### src/rtl/taint_rom_requester_pkg.sv
// Shared types and constants for the taint-carrying boot-ROM read path.
// Used by the requester, its response FIFO and the ROM model.
package taint_rom_pkg;

   localparam int unsigned ROM_WORD_BYTES     = 4;
   localparam logic [31:0] DEF_ADDR_OFFSET    = 32'h0000_0000;
   localparam int unsigned DEF_ROM_ADDR_WIDTH = 15;

   typedef struct packed {
      logic [31:0] data;
      logic [31:0] taint;
      logic        err;
   } rom_resp_t;

endpackage

### src/rtl/taint_rom_requester_if.sv
// Handshake bundles: client request/response (taint_req_if) and ROM bus (taint_rom_if).
// master = initiator side of each bundle, slave = target side.
interface taint_req_if;
   logic        req_valid_i;
   logic        req_ready_o;
   logic [31:0] req_addr_i;
   logic        req_valid_t0_i;
   logic [31:0] req_addr_t0_i;
   logic        resp_valid_o;
   logic        resp_ready_i;
   logic [31:0] resp_data_o;
   logic [31:0] resp_data_t0_o;
   logic        resp_err_o;

   modport master (
      output req_valid_i, req_addr_i, req_valid_t0_i, req_addr_t0_i,
      output resp_ready_i,
      input  req_ready_o, resp_valid_o, resp_data_o, resp_data_t0_o,
      input  resp_err_o
   );

   modport slave (
      input  req_valid_i, req_addr_i, req_valid_t0_i, req_addr_t0_i,
      input  resp_ready_i,
      output req_ready_o, resp_valid_o, resp_data_o, resp_data_t0_o,
      output resp_err_o
   );
endinterface

interface taint_rom_if;
   logic        csn;
   logic [31:0] add;
   logic        wen;
   logic [31:0] be;
   logic [31:0] wdata;
   logic [3:0]  id;
   logic        csn_t0;
   logic [31:0] add_t0;
   logic        wen_t0;
   logic [31:0] be_t0;
   logic [31:0] wdata_t0;
   logic [3:0]  id_t0;
   logic [31:0] rdata;
   logic [31:0] rdata_t0;

   modport master (
      output csn, add, wen, be, wdata, id,
      output csn_t0, add_t0, wen_t0, be_t0, wdata_t0, id_t0,
      input  rdata, rdata_t0
   );

   modport slave (
      input  csn, add, wen, be, wdata, id,
      input  csn_t0, add_t0, wen_t0, be_t0, wdata_t0, id_t0,
      output rdata, rdata_t0
   );
endinterface

### src/rtl/taint_rom_requester_resp_fifo.sv
// Circular response buffer with registered head; empty head reads as zero.
// Ports: clk_i, rst_i, push_i/data_i, pop_i, valid_o/data_o, count_o.
module taint_resp_fifo
   import taint_rom_pkg::*;
#(
   parameter int unsigned Depth = 2,
   parameter type T = rom_resp_t,
   localparam int unsigned PtrW = (Depth > 1) ? $clog2(Depth) : 1,
   localparam int unsigned CntW = $clog2(Depth + 1)
) (
   input  logic            clk_i,
   input  logic            rst_i,
   input  logic            push_i,
   input  T                data_i,
   input  logic            pop_i,
   output logic            valid_o,
   output T                data_o,
   output logic [CntW-1:0] count_o
);

   if (Depth < 2 || (Depth & (Depth - 1)) != 0) begin : g_bad_depth
      $error("taint_resp_fifo: Depth must be a power of two >= 2");
   end

   T                mem [Depth];
   logic [PtrW-1:0] wr_q;
   logic [PtrW-1:0] rd_q;
   logic [CntW-1:0] cnt_q;
   logic            pop;

   assign pop     = pop_i && (cnt_q != '0);
   assign valid_o = (cnt_q != '0);
   assign data_o  = valid_o ? mem[rd_q] : '0;
   assign count_o = cnt_q;

   // Power-of-two depth lets the pointers wrap naturally.
   always_ff @(posedge clk_i or posedge rst_i) begin
      if (rst_i) begin
         wr_q  <= '0;
         rd_q  <= '0;
         cnt_q <= '0;
      end else begin
         if (push_i) wr_q <= wr_q + PtrW'(1);
         if (pop)    rd_q <= rd_q + PtrW'(1);
         if (push_i && !pop)      cnt_q <= cnt_q + CntW'(1);
         else if (pop && !push_i) cnt_q <= cnt_q - CntW'(1);
      end
   end

   always_ff @(posedge clk_i) begin
      if (push_i) mem[wr_q] <= data_i;
   end

   always_ff @(posedge clk_i) begin
      if (!rst_i) begin
         assert (!(push_i && cnt_q == CntW'(Depth)))
            else $error("taint_resp_fifo: push into full FIFO");
      end
   end

endmodule

### src/rtl/taint_rom_requester.sv
// Boot-ROM read requester with taint shadows; in-order responses via a small FIFO.
// Ports: clk_i, rst_i, req (client handshake, slave), rom (ROM bus, master).
module taint_rom_requester
   import taint_rom_pkg::*;
#(
   parameter logic [31:0] AddrOffset    = DEF_ADDR_OFFSET,
   parameter int unsigned RomAddrWidth  = DEF_ROM_ADDR_WIDTH,
   parameter bit          ByteAddressed = 1'b1,
   parameter int unsigned FifoDepth     = 2,
   parameter int unsigned NumTaints     = 1
) (
   input  logic        clk_i,
   input  logic        rst_i,
   taint_req_if.slave  req,
   taint_rom_if.master rom
);

   if (NumTaints != 1) begin : g_bad_taints
      $error("taint_rom_requester: only NumTaints == 1 is supported");
   end

   localparam int unsigned CntW     = $clog2(FifoDepth + 1);
   localparam logic [32:0] WinBytes = 33'(ROM_WORD_BYTES) << RomAddrWidth;
   localparam int unsigned IdxW     = ByteAddressed ? RomAddrWidth + 2
                                                    : RomAddrWidth;
   localparam logic [31:0] IdxMask  = 32'((33'd1 << IdxW) - 33'd1);

   logic [31:0]   off;
   logic [31:0]   idx;
   logic          ok;
   logic [CntW:0] inflight;
   logic          rdy;
   logic          accept;
   logic          issue;

   logic          s1_valid_q;
   logic          s1_err_q;
   logic          s1_taint_q;

   logic [CntW-1:0] cnt;
   rom_resp_t       push_d;
   rom_resp_t       head;

   // A wrapped subtraction is caught by the >= term.
   always_comb begin
      off      = req.req_addr_i - AddrOffset;
      ok       = (req.req_addr_i >= AddrOffset)
              && ({1'b0, off} < WinBytes)
              && (!ByteAddressed || req.req_addr_i[1:0] == 2'b00);
      idx      = ByteAddressed ? off : (off >> 2);
      // Credit counts the s1 slot so an accepted request always finds room.
      inflight = {1'b0, cnt} + (CntW+1)'(s1_valid_q);
      rdy      = !rst_i && (inflight < (CntW+1)'(FifoDepth));
      accept   = req.req_valid_i && rdy;
      issue    = accept && ok;
   end

   assign req.req_ready_o = rdy;

   assign rom.csn      = !issue;
   assign rom.add      = issue ? (idx & IdxMask) : '0;
   assign rom.wen      = 1'b1;
   assign rom.be       = '1;
   assign rom.wdata    = '0;
   assign rom.id       = '0;
   assign rom.csn_t0   = req.req_valid_t0_i;
   assign rom.add_t0   = issue ? req.req_addr_t0_i : '0;
   assign rom.wen_t0   = 1'b0;
   assign rom.be_t0    = '0;
   assign rom.wdata_t0 = '0;
   assign rom.id_t0    = '0;

   always_ff @(posedge clk_i or posedge rst_i) begin
      if (rst_i) begin
         s1_valid_q <= 1'b0;
         s1_err_q   <= 1'b0;
         s1_taint_q <= 1'b0;
      end else begin
         s1_valid_q <= accept;
         if (accept) begin
            s1_err_q   <= !ok;
            s1_taint_q <= |req.req_addr_t0_i | req.req_valid_t0_i;
         end
      end
   end

   // A tainted address or valid makes the whole word suspect.
   always_comb begin
      push_d.data  = s1_err_q ? '0 : rom.rdata;
      push_d.taint = (s1_err_q ? '0 : rom.rdata_t0) | {32{s1_taint_q}};
      push_d.err   = s1_err_q;
   end

   taint_resp_fifo #(
      .Depth (FifoDepth),
      .T     (rom_resp_t)
   ) u_fifo (
      .clk_i   (clk_i),
      .rst_i   (rst_i),
      .push_i  (s1_valid_q),
      .data_i  (push_d),
      .pop_i   (req.resp_ready_i),
      .valid_o (req.resp_valid_o),
      .data_o  (head),
      .count_o (cnt)
   );

   assign req.resp_data_o    = head.data;
   assign req.resp_data_t0_o = head.taint;
   assign req.resp_err_o     = head.err;

endmodule

### src/flat_wrapper.sv
// flat-port wrapper written by rule: the top's interface ports become plain ports
module taint_rom_requester_flat import taint_rom_pkg::*;
#(
   parameter logic [31:0] AddrOffset    = DEF_ADDR_OFFSET,
   parameter int unsigned RomAddrWidth  = DEF_ROM_ADDR_WIDTH,
   parameter bit          ByteAddressed = 1'b1,
   parameter int unsigned FifoDepth     = 2,
   parameter int unsigned NumTaints     = 1
)
  (clk_i, rst_i, req_req_valid_i, req_req_addr_i, req_req_valid_t0_i, req_req_addr_t0_i, req_resp_ready_i, req_req_ready_o, req_resp_valid_o, req_resp_data_o, req_resp_data_t0_o, req_resp_err_o, rom_csn, rom_add, rom_wen, rom_be, rom_wdata, rom_id, rom_csn_t0, rom_add_t0, rom_wen_t0, rom_be_t0, rom_wdata_t0, rom_id_t0, rom_rdata, rom_rdata_t0);
  taint_req_if req_i ();
  taint_rom_if rom_i ();
  input  logic clk_i;
  input  logic rst_i;
  input wire logic [$bits(req_i.req_valid_i)-1:0] req_req_valid_i;
  input wire logic [$bits(req_i.req_addr_i)-1:0] req_req_addr_i;
  input wire logic [$bits(req_i.req_valid_t0_i)-1:0] req_req_valid_t0_i;
  input wire logic [$bits(req_i.req_addr_t0_i)-1:0] req_req_addr_t0_i;
  input wire logic [$bits(req_i.resp_ready_i)-1:0] req_resp_ready_i;
  output wire logic [$bits(req_i.req_ready_o)-1:0] req_req_ready_o;
  output wire logic [$bits(req_i.resp_valid_o)-1:0] req_resp_valid_o;
  output wire logic [$bits(req_i.resp_data_o)-1:0] req_resp_data_o;
  output wire logic [$bits(req_i.resp_data_t0_o)-1:0] req_resp_data_t0_o;
  output wire logic [$bits(req_i.resp_err_o)-1:0] req_resp_err_o;
  output wire logic [$bits(rom_i.csn)-1:0] rom_csn;
  output wire logic [$bits(rom_i.add)-1:0] rom_add;
  output wire logic [$bits(rom_i.wen)-1:0] rom_wen;
  output wire logic [$bits(rom_i.be)-1:0] rom_be;
  output wire logic [$bits(rom_i.wdata)-1:0] rom_wdata;
  output wire logic [$bits(rom_i.id)-1:0] rom_id;
  output wire logic [$bits(rom_i.csn_t0)-1:0] rom_csn_t0;
  output wire logic [$bits(rom_i.add_t0)-1:0] rom_add_t0;
  output wire logic [$bits(rom_i.wen_t0)-1:0] rom_wen_t0;
  output wire logic [$bits(rom_i.be_t0)-1:0] rom_be_t0;
  output wire logic [$bits(rom_i.wdata_t0)-1:0] rom_wdata_t0;
  output wire logic [$bits(rom_i.id_t0)-1:0] rom_id_t0;
  input wire logic [$bits(rom_i.rdata)-1:0] rom_rdata;
  input wire logic [$bits(rom_i.rdata_t0)-1:0] rom_rdata_t0;
  assign req_i.req_valid_i = req_req_valid_i;
  assign req_i.req_addr_i = req_req_addr_i;
  assign req_i.req_valid_t0_i = req_req_valid_t0_i;
  assign req_i.req_addr_t0_i = req_req_addr_t0_i;
  assign req_i.resp_ready_i = req_resp_ready_i;
  assign req_req_ready_o = req_i.req_ready_o;
  assign req_resp_valid_o = req_i.resp_valid_o;
  assign req_resp_data_o = req_i.resp_data_o;
  assign req_resp_data_t0_o = req_i.resp_data_t0_o;
  assign req_resp_err_o = req_i.resp_err_o;
  assign rom_csn = rom_i.csn;
  assign rom_add = rom_i.add;
  assign rom_wen = rom_i.wen;
  assign rom_be = rom_i.be;
  assign rom_wdata = rom_i.wdata;
  assign rom_id = rom_i.id;
  assign rom_csn_t0 = rom_i.csn_t0;
  assign rom_add_t0 = rom_i.add_t0;
  assign rom_wen_t0 = rom_i.wen_t0;
  assign rom_be_t0 = rom_i.be_t0;
  assign rom_wdata_t0 = rom_i.wdata_t0;
  assign rom_id_t0 = rom_i.id_t0;
  assign rom_i.rdata = rom_rdata;
  assign rom_i.rdata_t0 = rom_rdata_t0;
  taint_rom_requester #(.AddrOffset(AddrOffset), .RomAddrWidth(RomAddrWidth), .ByteAddressed(ByteAddressed), .FifoDepth(FifoDepth), .NumTaints(NumTaints)) u_core (.clk_i(clk_i), .rst_i(rst_i), .req(req_i), .rom(rom_i));
endmodule
### config.mk
export PLATFORM = sky130hd
export DESIGN_NAME = taint_rom_requester_flat
export DESIGN_NICKNAME = d
export VERILOG_FILES = /design/src/rtl/taint_rom_requester_pkg.sv /design/src/rtl/taint_rom_requester_if.sv /design/src/rtl/taint_rom_requester_resp_fifo.sv /design/src/rtl/taint_rom_requester.sv /design/src/flat_wrapper.sv
export SDC_FILE = /design/constraint.sdc
export NUM_CORES = 1
export LEC_CHECK = 0
export CORE_AREA = 4 4 157 159
export CTS_BUF_LIST = sky130_fd_sc_hd__clkbuf_8
export DETAILED_ROUTE_END_ITERATION = 8
export DIE_AREA = 0 0 161 163
export GPL_TIMING_DRIVEN = 0
export PLACE_DENSITY_LB_ADDON = 0.1
export RECOVER_POWER = 25
export SYNTH_ARGS = -nofsm -noshare
export SYNTH_HDL_FRONTEND = slang
export SYNTH_SLANG_ARGS = --single-unit
### constraint.sdc
create_clock -name clk_i -period 11.62 [get_ports clk_i]
set_input_delay 2.324 -clock clk_i [delete_from_list [all_inputs] [get_ports clk_i]]
set_output_delay 2.324 -clock clk_i [all_outputs]
set_load 0.05 [all_outputs]
==> metrics.txt <==
status complete, but fails checks; failing checks capacitance limit, slew limit; Reg2Reg Depth 2; Setup TNS Final 0 ns; CP arrival 4.73 ns; routed len/inst 15.4 microns; Final Max Slew Viols 124; Worst Hold Path Cells 1; dpl hpwl 17.2 mm; first-pass detailed-route iteration total 4; share of post-route cells with drive strength above 1 0.193; Ys Warns 0; top-level port count 404; Initial Util 0.322; Vias 5467; vias in the first global route 5523; unrepaired setup endpoints after global routing no; DRC viols 0; Tmin final 7.06 ns; clk_skew 0.00717 ns; maximum VDD drop 0.0948 mV; CP Capture Type primary output; die height 163 microns; fillers 2260; most frequent cells in the layout clkdlybuf4s50_1, buf_4, conb_1; initial antenna violation count 0; setup bufs post-CTS 0; critical path class in2out; Synth-to-Final Area Change 51.9%; post-synth top area share 0.522; Hold Startpoint u_core.u_fifo.wr_q$_DFFE_PP0P_; Slowest-stage cell, CP clkdlybuf4s50_1; worst min path class reg2reg; Reg-to-Reg End u_core.u_fifo.mem[1][34]$_DFFE_PP_; Final ANT Viol Nets 0; number of diodes 0; combinational power share 0.551; Placer Congestion 0.745; most frequent CP cell clkdlybuf4s50_1; crit share post-route 0.607; row count 56; Async S/R FF share, synth 0.0511; global-route wire length before repair 31.4 mm; post-synth top area cell edfxtp_1; setup slack on the worst flop-to-flop path 7.45 ns; CP delay by family, top buffers and inverters; Final Setup Violations 0; placeable core area 23300 sq um; number of vias per cell 3.87; number of flops mapped to enable cells by yosys 130; Nets 1214; CTS tree yes; worst-margin pin slew 2.36 ns; Iteration-0 DRC Markers 159; CP required 9.30 ns; Pint 0.00119 W; Num Clock Sinks 137; worst r2r src u_core.s1_valid_q$_DFF_PP0_; f_max 0.142 GHz; WHS Endpoint u_core.u_fifo.wr_q$_DFFE_PP0P_; Mapped Cells 657; commonest non-fill, non-tap cell in the layout clkdlybuf4s50_1; CTS buffer count 17; pwr/cell area 197 nW/um^2; WP buf/inv 3; CP Launch Type input pin; Seq cells post-synth 137; CTS Root Cell clkbuf_8; Rel. slew slack -0.575; Die ar. 26200 sq um; Die W 161 microns; Net Switching 0.00105 W; Clock transition at path regs 0.08 ns; final-report hold violation count 0; sequential cell area fraction in the yosys report 0.545; ys flop type edfxtp_1; largest net degree at the start of global routing 40; Area contributors post-synth edfxtp_1, buf_4, mux2i_1, nor2_1, a21o_1; WL final 21.7 mm; Setup WS post-layout 4.56 ns; clk_lat worst skew 0.44 ns; Max Cap Viol 4; Max Fanout on Critical Path 10; Distinct cells, synth 28; grt total ovfl 0; CP max stage delay 0.90 ns; Switching Share 0.468; Mean Syn Cell Area 11.4 sq um; post-CTS sizing 0; Clock Tree Buf Depth 2; IO buf count 248; part of the power in the clock network 0.184; setup slack at placement 4.53 ns; Synth Cell Area 7480 sq um; sequential share of power 0.266; H-tree depth 4; hold buffers post-CTS 0; GRT Util Overall 0.158; leakage 4.64 nW; crit-path cells clkdlybuf4s50_1, nor4_1, nand4_1, clkbuf_1, nor3_1, clkdlybuf4s50_1
## logic make-up after synthesis
| group | synth area share |
|---|---|
| other | 0.00100 |
| buffers and inverters | 0.204 |
| multiplexers | 0.0869 |
| AND/OR/NAND/NOR | 0.118 |
| XOR/XNOR | 0.00585 |
| adder cells (fa/ha/maj) | 0.00167 |
| flip-flops | 0.545 |
| AO/OA/AOI/OAI | 0.0381 |
## final cells by class
class | count | area, sq um | area share
inverter | 50 | 188 | 0.0165
timing repair buffer | 251 | 2490 | 0.219
clock buffer | 17 | 234 | 0.0206
clock inverter | 14 | 184 | 0.0162
buffer | 191 | 1340 | 0.118
sequential | 137 | 4080 | 0.359
tap | 319 | 399 | 0.0351
multi-input combinational | 432 | 2450 | 0.216
## worst register-to-register path: stages, from the launching register on
cell,delay (ns)
dfrtp_1,0.46
and2_0,1.48
clkbuf_1,1.77
## worst max-delay path by stage
stage | to | cells after the start | slack, ns | start
after global placement | rom_add[7] | 7 | 4.52 | req_req_addr_i[30]
after detailed placement | rom_add[11] | 7 | 4.53 | req_req_addr_i[30]
after global routing | rom_add_t0[14] | 6 | 4.42 | req_req_addr_i[30]
final | rom_add_t0[10] | 6 | 4.56 | req_req_addr_i[31]
after CTS | rom_add[7] | 7 | 4.53 | req_req_addr_i[30]
after floorplan | rom_add[2] | 4 | 4.91 | rst_i
## per-layer routing
metal / share of wire / GRT usage
met5: 0 / 0
met4: 0.020 / 0.0547
met1: 0.35 / 0.160
met2: 0.55 / 0.301
met3: 0.078 / 0.0552
## synthesized netlist by cell type (7+ instances only)
cell type,number
edfxtp_1,130
a21o_1,33
nor3_2,10
dfrtp_1,7
clkbuf_1,18
nor4_1,10
nor2_1,69
inv_1,50
buf_4,162
nor2b_1,33
mux2i_1,65
nor3_1,39
## power groups by stage
stage	clock, W	combinational, W	sequential, W
after floorplan	0	0.000857	0.000606
after global placement	0	0.00125	0.000612
after detailed placement	0	0.00126	0.000605
after CTS	0.000424	0.00126	0.000594
after global routing	0.000443	0.00130	0.000600
final	0.000412	0.00124	0.000596
## state kept, by name, summed over array words and instances, names as in the netlist
name and cells:
u_core.s1_err_q 1, u_core.s1_taint_q 1, u_core.s1_valid_q 1, u_core.u_fifo.count_o 2, u_core.u_fifo.mem 130, u_core.u_fifo.rd_q 1
u_core.u_fifo.wr_q 1
## stage by stage
stage / instance area (sq um) / cells / total power [W] / hold WS [ns] / utilization
5_1_grt: 11400 / 1411 / 0.00234 / 0.527 / 0.489
6_report: 11400 / 1411 / 0.00224 / 0.496 / 0.489
3_5_place_dp: 11000 / 1380 / 0.00186 / 0.539 / 0.474
3_3_place_gp: 10900 / 1377 / 0.00186 / 0.469 / 0.470
4_1_cts: 11400 / 1411 / 0.00228 / 0.554 / 0.492
2_1_floorplan: 8060 / 810 / 0.00146 / 0.455 / -
Power figures use the tool's default switching activity.
